--- src/rtl/io_output_unit.sv ---
// Memory-mapped I/O block: LED/HEX/LCD store registers, slide-switch synchroniser
// and a free-running cycle counter, all readable through a combinational load mux.
module io_output_unit #(
  parameter int SYNC_STAGES = 2
) (
  input  logic        i_clk,
  input  logic        i_reset,
  input  logic [31:0] i_addr,
  input  logic [31:0] i_wdata,
  input  logic [3:0]  i_bmask,
  input  logic        i_wren,
  output logic [31:0] o_rdata,
  input  logic [31:0] i_io_sw,
  output logic [31:0] o_io_ledr,
  output logic [31:0] o_io_ledg,
  output logic [6:0]  o_io_hex0,
  output logic [6:0]  o_io_hex1,
  output logic [6:0]  o_io_hex2,
  output logic [6:0]  o_io_hex3,
  output logic [6:0]  o_io_hex4,
  output logic [6:0]  o_io_hex5,
  output logic [6:0]  o_io_hex6,
  output logic [6:0]  o_io_hex7,
  output logic [31:0] o_io_lcd
);

  localparam logic [29:0] ADDR_LEDR   = 30'h0000_1C00;  // 0x7000
  localparam logic [29:0] ADDR_LEDG   = 30'h0000_1C04;  // 0x7010
  localparam logic [29:0] ADDR_HEX_LO = 30'h0000_1C08;  // 0x7020
  localparam logic [29:0] ADDR_HEX_HI = 30'h0000_1C09;  // 0x7024
  localparam logic [29:0] ADDR_LCD    = 30'h0000_1C0C;  // 0x7030
  localparam logic [29:0] ADDR_SW     = 30'h0000_1E00;  // 0x7800
  localparam logic [29:0] ADDR_CYCLE  = 30'h0000_1E04;  // 0x7810

  logic [31:0] r_ledr;
  logic [31:0] r_ledg;
  logic [31:0] r_lcd;
  logic [31:0] r_cycle;
  logic [6:0]  r_hex [8];
  logic [31:0] r_sw_sync [SYNC_STAGES];

  logic [29:0] w_word;
  logic        w_we_ledr;
  logic        w_we_ledg;
  logic        w_we_hex_lo;
  logic        w_we_hex_hi;
  logic        w_we_lcd;
  logic        w_cycle_clr;
  logic [31:0] w_cycle_nxt;
  logic        w_unused_addr;

  function automatic logic [31:0] f_byte_merge(input logic [31:0] old_v,
                                               input logic [31:0] new_v,
                                               input logic [3:0]  mask);
    logic [31:0] res;
    res = old_v;
    for (int k = 0; k < 4; k++) begin
      if (mask[k]) res[8*k +: 8] = new_v[8*k +: 8];
    end
    return res;
  endfunction

  assign w_word        = i_addr[31:2];
  assign w_unused_addr = ^i_addr[1:0];

  assign w_we_ledr   = i_wren && (w_word == ADDR_LEDR);
  assign w_we_ledg   = i_wren && (w_word == ADDR_LEDG);
  assign w_we_hex_lo = i_wren && (w_word == ADDR_HEX_LO);
  assign w_we_hex_hi = i_wren && (w_word == ADDR_HEX_HI);
  assign w_we_lcd    = i_wren && (w_word == ADDR_LCD);

  // A clearing store outranks the increment of the same edge.
  assign w_cycle_clr = i_wren && (w_word == ADDR_CYCLE) && (|i_bmask);
  assign w_cycle_nxt = w_cycle_clr ? 32'd0 : r_cycle + 32'd1;

  always_ff @(posedge i_clk or negedge i_reset) begin
    if (!i_reset) begin
      r_ledr  <= '0;
      r_ledg  <= '0;
      r_lcd   <= '0;
      r_cycle <= '0;
    end else begin
      if (w_we_ledr) r_ledr <= f_byte_merge(r_ledr, i_wdata, i_bmask);
      if (w_we_ledg) r_ledg <= f_byte_merge(r_ledg, i_wdata, i_bmask);
      if (w_we_lcd)  r_lcd  <= f_byte_merge(r_lcd,  i_wdata, i_bmask);
      r_cycle <= w_cycle_nxt;
    end
  end

  // Each HEX byte keeps only its seven segment bits.
  always_ff @(posedge i_clk or negedge i_reset) begin
    if (!i_reset) begin
      for (int k = 0; k < 8; k++) r_hex[k] <= '0;
    end else begin
      for (int k = 0; k < 4; k++) begin
        if (w_we_hex_lo && i_bmask[k]) r_hex[k]   <= i_wdata[8*k +: 7];
        if (w_we_hex_hi && i_bmask[k]) r_hex[k+4] <= i_wdata[8*k +: 7];
      end
    end
  end

  always_ff @(posedge i_clk or negedge i_reset) begin
    if (!i_reset) begin
      for (int s = 0; s < SYNC_STAGES; s++) r_sw_sync[s] <= '0;
    end else begin
      r_sw_sync[0] <= i_io_sw;
      for (int s = 1; s < SYNC_STAGES; s++) r_sw_sync[s] <= r_sw_sync[s-1];
    end
  end

  always_comb begin
    o_rdata = 32'd0;
    case (w_word)
      ADDR_LEDR:   o_rdata = r_ledr;
      ADDR_LEDG:   o_rdata = r_ledg;
      ADDR_HEX_LO: o_rdata = {1'b0, r_hex[3], 1'b0, r_hex[2], 1'b0, r_hex[1], 1'b0, r_hex[0]};
      ADDR_HEX_HI: o_rdata = {1'b0, r_hex[7], 1'b0, r_hex[6], 1'b0, r_hex[5], 1'b0, r_hex[4]};
      ADDR_LCD:    o_rdata = r_lcd;
      ADDR_SW:     o_rdata = r_sw_sync[SYNC_STAGES-1];
      ADDR_CYCLE:  o_rdata = r_cycle;
      default:     o_rdata = 32'd0;
    endcase
  end

  assign o_io_ledr = r_ledr;
  assign o_io_ledg = r_ledg;
  assign o_io_lcd  = r_lcd;
  assign o_io_hex0 = r_hex[0];
  assign o_io_hex1 = r_hex[1];
  assign o_io_hex2 = r_hex[2];
  assign o_io_hex3 = r_hex[3];
  assign o_io_hex4 = r_hex[4];
  assign o_io_hex5 = r_hex[5];
  assign o_io_hex6 = r_hex[6];
  assign o_io_hex7 = r_hex[7];

endmodule

--- config.mk ---
export PLATFORM = sky130hd
export DESIGN_NAME = io_output_unit
export DESIGN_NICKNAME = d
export VERILOG_FILES = /design/src/rtl/io_output_unit.sv
export SDC_FILE = /design/constraint.sdc
export NUM_CORES = 1
export LEC_CHECK = 0
export CAP_MARGIN = 30
export CORE_AREA = 2 2 133 135
export CTS_BUF_LIST = sky130_fd_sc_hd__clkbuf_8
export DETAILED_ROUTE_END_ITERATION = 10
export DIE_AREA = 0 0 135 137
export DONT_BUFFER_PORTS = 1
export PLACE_DENSITY = 0.83
export RECOVER_POWER = 25
export SYNTH_ARGS = -nofsm -noshare
export SYNTH_HDL_FRONTEND = slang
export SYNTH_SLANG_ARGS = --single-unit
--- constraint.sdc ---
create_clock -name i_clk -period 2.7 [get_ports i_clk]
set_input_delay 0.27 -clock i_clk [delete_from_list [all_inputs] [get_ports i_clk]]
set_output_delay 0.27 -clock i_clk [all_outputs]
set_load 0.05 [all_outputs]
Word-level counts from Yosys, hierarchy flattened
Index checks and enable logic that the tools add are counted.
{ "classes": {"add_sub_neg": 1, "eq_ne": 7, "mux": 2, "reduce_logical": 28} }
{ "op_table": {"columns": ["op", "count"], "rows": [
  ["one-hot mux 32 bit (7 select lines)", 1],
  ["equality test 30 x 13 -> 1 bit, second input constant", 7],
  ["adder 32 x 1 -> 32 bit, second input constant", 1],
  ["two-way mux 32 bit", 1],
  ["AND reduction 2 bit", 12],
  ["logical AND 1 bit", 15],
  ["OR reduction 4 bit", 1]
]} }
{ "totals": {"register_bits": 248, "in_bits": 103, "output_inout_bits": 184, "elab_cells": 61} }

Longest topological paths before layout
{ "logic_depth": {"ltp_word": 4, "mapped_depth": 8, "depth_no_buf": 5} }

Worst setup path before layout
No wires, ideal clock.
{ "synth_timing": {"path_type": "input-to-output", "startpoint": "input port i_addr[4]", "endpoint": "output port o_rdata[21]", "t_arrival_ns": 2.398, "required_ns": 2.430, "setup_slack_ns": 0.032, "path_stages": 6, "n_path_buf": 4, "path_cell_list": "buf_2 > buf_2 > buf_2 > nand4_1 > clkbuf_1 > o221ai_1"} }
{ "synth_between": {"elab_chain_len": 2, "word_cells_on_any_way": 8, "classes_between": "7 x eq/ne; 1 x mux"} }
{ "synth_rtl": {"columns": ["element", "line_no", "rtl"], "rows": [
  ["from (decl)", "8", "input logic [31:0] i_addr,"],
  ["equality test 30 x 13 -> 1 bit", "113", "case (w_word)"],
  ["one-hot mux 32 bit (7 select lines) *", "113", null],
  ["to (decl)", "12", "output logic [31:0] o_rdata,"]
]} }
Mark *: on every way between the ends. The rest lies on a longest branch, timed or not.

Worst setup path in the final report
{ "layout_timing": {"startpoint": "register r_hex, in the netlist o_io_hex1[0]", "endpoint": "output port o_rdata[8]"} }
{ "layout_between": {"elab_chain_len": 1} }
{ "layout_rtl": {"columns": ["element", "line_no", "rtl"], "rows": [
  ["from (decl)", "39", "logic [6:0] r_hex [8];"],
  ["from (signal, indexed assignment)", "96", "if (w_we_hex_lo && i_bmask[k]) r_hex[k] <= i_wdata[8*k +: 7];"],
  ["from (signal, indexed assignment)", "97", "if (w_we_hex_hi && i_bmask[k]) r_hex[k+4] <= i_wdata[8*k +: 7];"],
  ["one-hot mux 32 bit (7 select lines)", "113", null]
]} }
No other way between the ends.

==> results.md <==
| Step | Metric | Value |
|:---|:---|:---|
| timing | Transition time at the pin with the least slew margin | 0.727 ns |
| die | Initial standard-cell utilization of the core | 65.1% |
| power | Power per unit of standard cell area | 532 mW/mm^2 |
| critical path | Worst path required time | 2.43 ns |
| die | Die width | 135 um |
| timing | Setup repair after global routing missed its margin | no |
| synthesis | Average cell area after synthesis | 13.5 um^2 |
| die | Vertical extent of the die | 137 um |
| grt | Total grt overflow | 0 |
| drt | Iteration-0 DRC count of the detailed router | 861 |
| layout | # diodes | 0 |
| clock network | Cts repair resizes | 0 |
| power | Internal | 5530 uW |
| timing | Max Freq | 395 MHz |
| critical path | Biggest fanout along the worst timing path | 3 |
| critical path | Type of the worst setup path | reg -> out |
| synthesis | Number of synthesized register bits | 248 |
| placement | Total of buffers placed on input and output ports | 0 |
| grt | Number of global-route vias before repair | 8,443 |
| clock network | Num CTS Buffers | 41 |
| power | Switching part of the total power | 22.2% |
| timing | Final Skew | 0.0252 ns |
| die | Die area | 0.0185 mm^2 |
| critical path | Startpoint type of the worst setup path | flip-flop |
| timing | Final number of setup-violating endpoints | 0 |
| timing | Max-slew headroom at the worst pin | 51.4% |
| synthesis | Top FF cell, synth | dfrtp_1 |
| die | Number of top-level pins | 287 |
| min path | Kind of path behind the tightest hold check | in -> async |
| power | Combinational share of power | 3.1% |
| synthesis | Number of nets produced by synthesis | 926 |
| clock network | H-tree Lvls | 2 |
| grt | First-pass GRT wire length | 48.5 mm |
| drt | DR WL/cell | 26.8 um |
| synthesis | Area of the mapped netlist | 0.0111 mm^2 |
| drt | Residual DRC | 0 |
| drt | Total wire length after detailed routing | 32.5 mm |
| die | Row count | 48 |
| synthesis | Count of unique library cells instantiated by Yosys | 51 |
| clock network | Buffer levels on the longest clock path | 3 |
| clock network | Clock tree from TritonCTS | built |
| placement | Global placer's final weighted congestion | 0.939 |
| drt | Detail Route Antenna Nets | 0 |
| layout | Layout overhead on the synthesized area | 20.4% |
| clock network | Number of sinks driven by the clock tree | 248 |
| power | Clock network fraction of design power | 43.7% |
| die | Standard cell core area | 0.0171 mm^2 |
| power | Switching power total | 1580 uW |
| placement | HPWL after detailed placement | 21.1 mm |
| power | Flop pwr share | 53.2% |
| grt | Antenna violations before repair | 0 |
| layout | Count of nets after finishing | 1,062 |
| timing | Post-route worst hold slack | -0.569 ns |
| layout | Layout cells sized above 1 | 33.8% |
| layout | Most common cell after layout, fill and taps aside | dfrtp_1 |
| clock network | Clock transition at the registers of the reported paths | 0.06 ns |
| synthesis | Fraction of registers with async set or reset after synthesis | 100% |
| clock network | Later-pin clock latency in the skew report | 0.55 ns |
| layout | Most frequent cells in the layout | dfrtp_1 (248), mux2_2 (160), dlygate4sd3_1 (64) |
| synthesis | Post-synth EDFFs | 0 |
| timing | Hold Vio Cnt, Final | 248 |
| flow run | Number of maximum-capacitance constraint violations | 0 |
| grt | Maximum number of pins on one net before global-route repair | 249 |
| synthesis | Synth warn | 0 |
| synthesis | Share of synthesized area occupied by flip-flops and latches | 55.9% |
| power | Final Total Pwr | 7110 uW |
| timing | Final Cycle Share | 93.7% |
| clock network | CTS Hold Buffers Added | 64 |
| timing | Final Max Slew Viols | 0 |
| drt | Overall via count from detail_route | 8,159 |
| critical path | Critical Path End Type | output port |
| outcome | Failing checks | hold timing |
| power | Pleak | 0.00614 uW |
| outcome | Run status | finished, violations left |
| power | Worst voltage drop across the vdd grid | 0.463 mV |
| drt | Number of detailed-routing iterations run before antenna repair | 7 |
| grt | GRT Resource Usage Total | 35.0% |
| clock network | Root Buffer | clkbuf_8 |
| critical path | Arrival time reported for the critical path endpoint | 2.26 ns |
| layout | Fill cell count | 968 |
| drt | Via/cell ratio | 6.73 |
| synthesis | Cells after synthesis | 822 |
| timing | Minimum clock period after layout | 2.53 ns |
| timing | Setup TNS | 0 ns |
## final cells by class
type                            instances  area [um^2]  share of cell area, %
Timing Repair Buffer                  133         1380                   10.4
Clock buffer                           49          674                   5.04
Clock inverter                         24          104                  0.777
Tap cell                              225          282                   2.11
Multi-Input combinational cell        513         4640                   34.7
Inverter                               21         78.8                  0.590
Sequential cell                       248         6210                   46.4
## timing repair
item	CTS	global route
buffers inserted	0	0
setup endpoints to repair	0	0
endpoints found under the hold margin	432	248
## through the flow
stage | instance area [um^2] | setup WS (ns) | instances | utilization, %
floorplan | 11100 | 0.0319 | 822 | -
global placement | 12000 | 0.458 | 1076 | 70.1
detailed placement | 12000 | 0.350 | 1076 | 70.1
CTS | 13400 | 0.167 | 1213 | 78.4
global route | 13400 | 0.111 | 1213 | 78.4
finish | 13400 | 0.169 | 1213 | 78.4
## Yosys cell counts (2+ instances only)
library cell	count	share of area [%]
or3_1	10	0.56
nor2b_1	4	0.23
a22o_1	14	1.1
or4_1	8	0.54
mux2i_1	28	2.5
nor2_1	23	0.78
o21ai_0	24	1.1
o31ai_1	4	0.27
inv_1	21	0.71
mux4_2	18	3.7
buf_6	2	0.20
and4_1	5	0.39
xnor2_1	12	0.95
mux2_2	160	16
buf_2	9	0.41
a22oi_1	14	0.95
nor4_1	6	0.34
a32o_1	4	0.36
clkbuf_1	25	0.85
xor2_1	2	0.16
nor4b_1	2	0.16
o2bb2ai_1	14	1.1
nand4_1	12	0.68
nor4_4	9	1.7
nand3_1	27	1.2
buf_1	3	0.10
dfrtp_1	248	56
nor3_2	12	1.1
a21oi_1	16	0.72
nor3_1	7	0.32
mux2_1	6	0.61
and3_1	3	0.17
o221ai_1	14	1.1
and2_1	2	0.11
nand2_1	38	1.3
## power by group through the flow
stage	sequential, uW	combinational (uW)	clock (uW)
final	3780	218	3110
after global routing	3780	227	3320
after CTS	3780	212	3150
after detailed placement	3850	112	0
after global placement	3850	110	0
after floorplan	3840	120	0
## sequential cells by signal, summed over array words and instances (netlist names)
signal / flops
o_io_hex4: 7
o_io_hex6: 7
o_io_hex0: 7
o_io_lcd: 32
r_sw_sync: 64
o_io_hex2: 7
o_io_hex5: 7
o_io_hex3: 7
o_io_hex1: 7
o_io_ledr: 32
r_cycle: 32
o_io_ledg: 32
o_io_hex7: 7
## cells by family after synthesis
family          count (synthesis)  synth area share, %
flops                         248                 55.9
mux                           212                 23.0
simple gates                  181                 10.8
compound gates                105                 6.77
buf+inv                        61                 2.31
xor+xnor                       14                 1.10
fa+ha+maj                       1                0.113
## worst paths after layout
| kind | start | to | slack [ns] | cells past startpoint |
|---|---|---|---|---|
| hold / removal | i_reset | r_sw_sync[41]$_DFF_PN0_ | -0.57 | 0 |
| setup reg to reg | r_cycle[3]$_DFF_PN0_ | r_cycle[27]$_DFF_PN0_ | 0.30 | 4 |
| setup / recovery | o_io_hex1[0]$_DFFE_PN0P_ | o_rdata[8] | 0.17 | 5 |
| min in group i_clk | i_bmask[0] | o_io_lcd[7]$_DFFE_PN0P_ | 0.10 | 3 |
| max in group asynchronous | i_reset | o_io_lcd[26]$_DFFE_PN0P_ | 2.76 | 0 |
| hold reg to reg | r_sw_sync[63]$_DFF_PN0_ | r_sw_sync[31]$_DFF_PN0_ | 0.34 | 0 |
## critical path, cell delays in order (launching register included)
cell	delay, ns
dfrtp_1	0.69
mux2i_1	0.15
o2bb2ai_1	0.25
nand3_1	0.12
o221ai_1	0.20
buf_4	0.29
## layer usage
layer  GRT usage, %  share of wire, %  up-vias
met4           17.5               5.1        0
met2           56.1                48      581
met5              0                 0        -
li1               -                 -     3349
met3           10.6                11      139
met1           43.7                36     4090
Note: power is estimated with default switching activity, not from simulation.
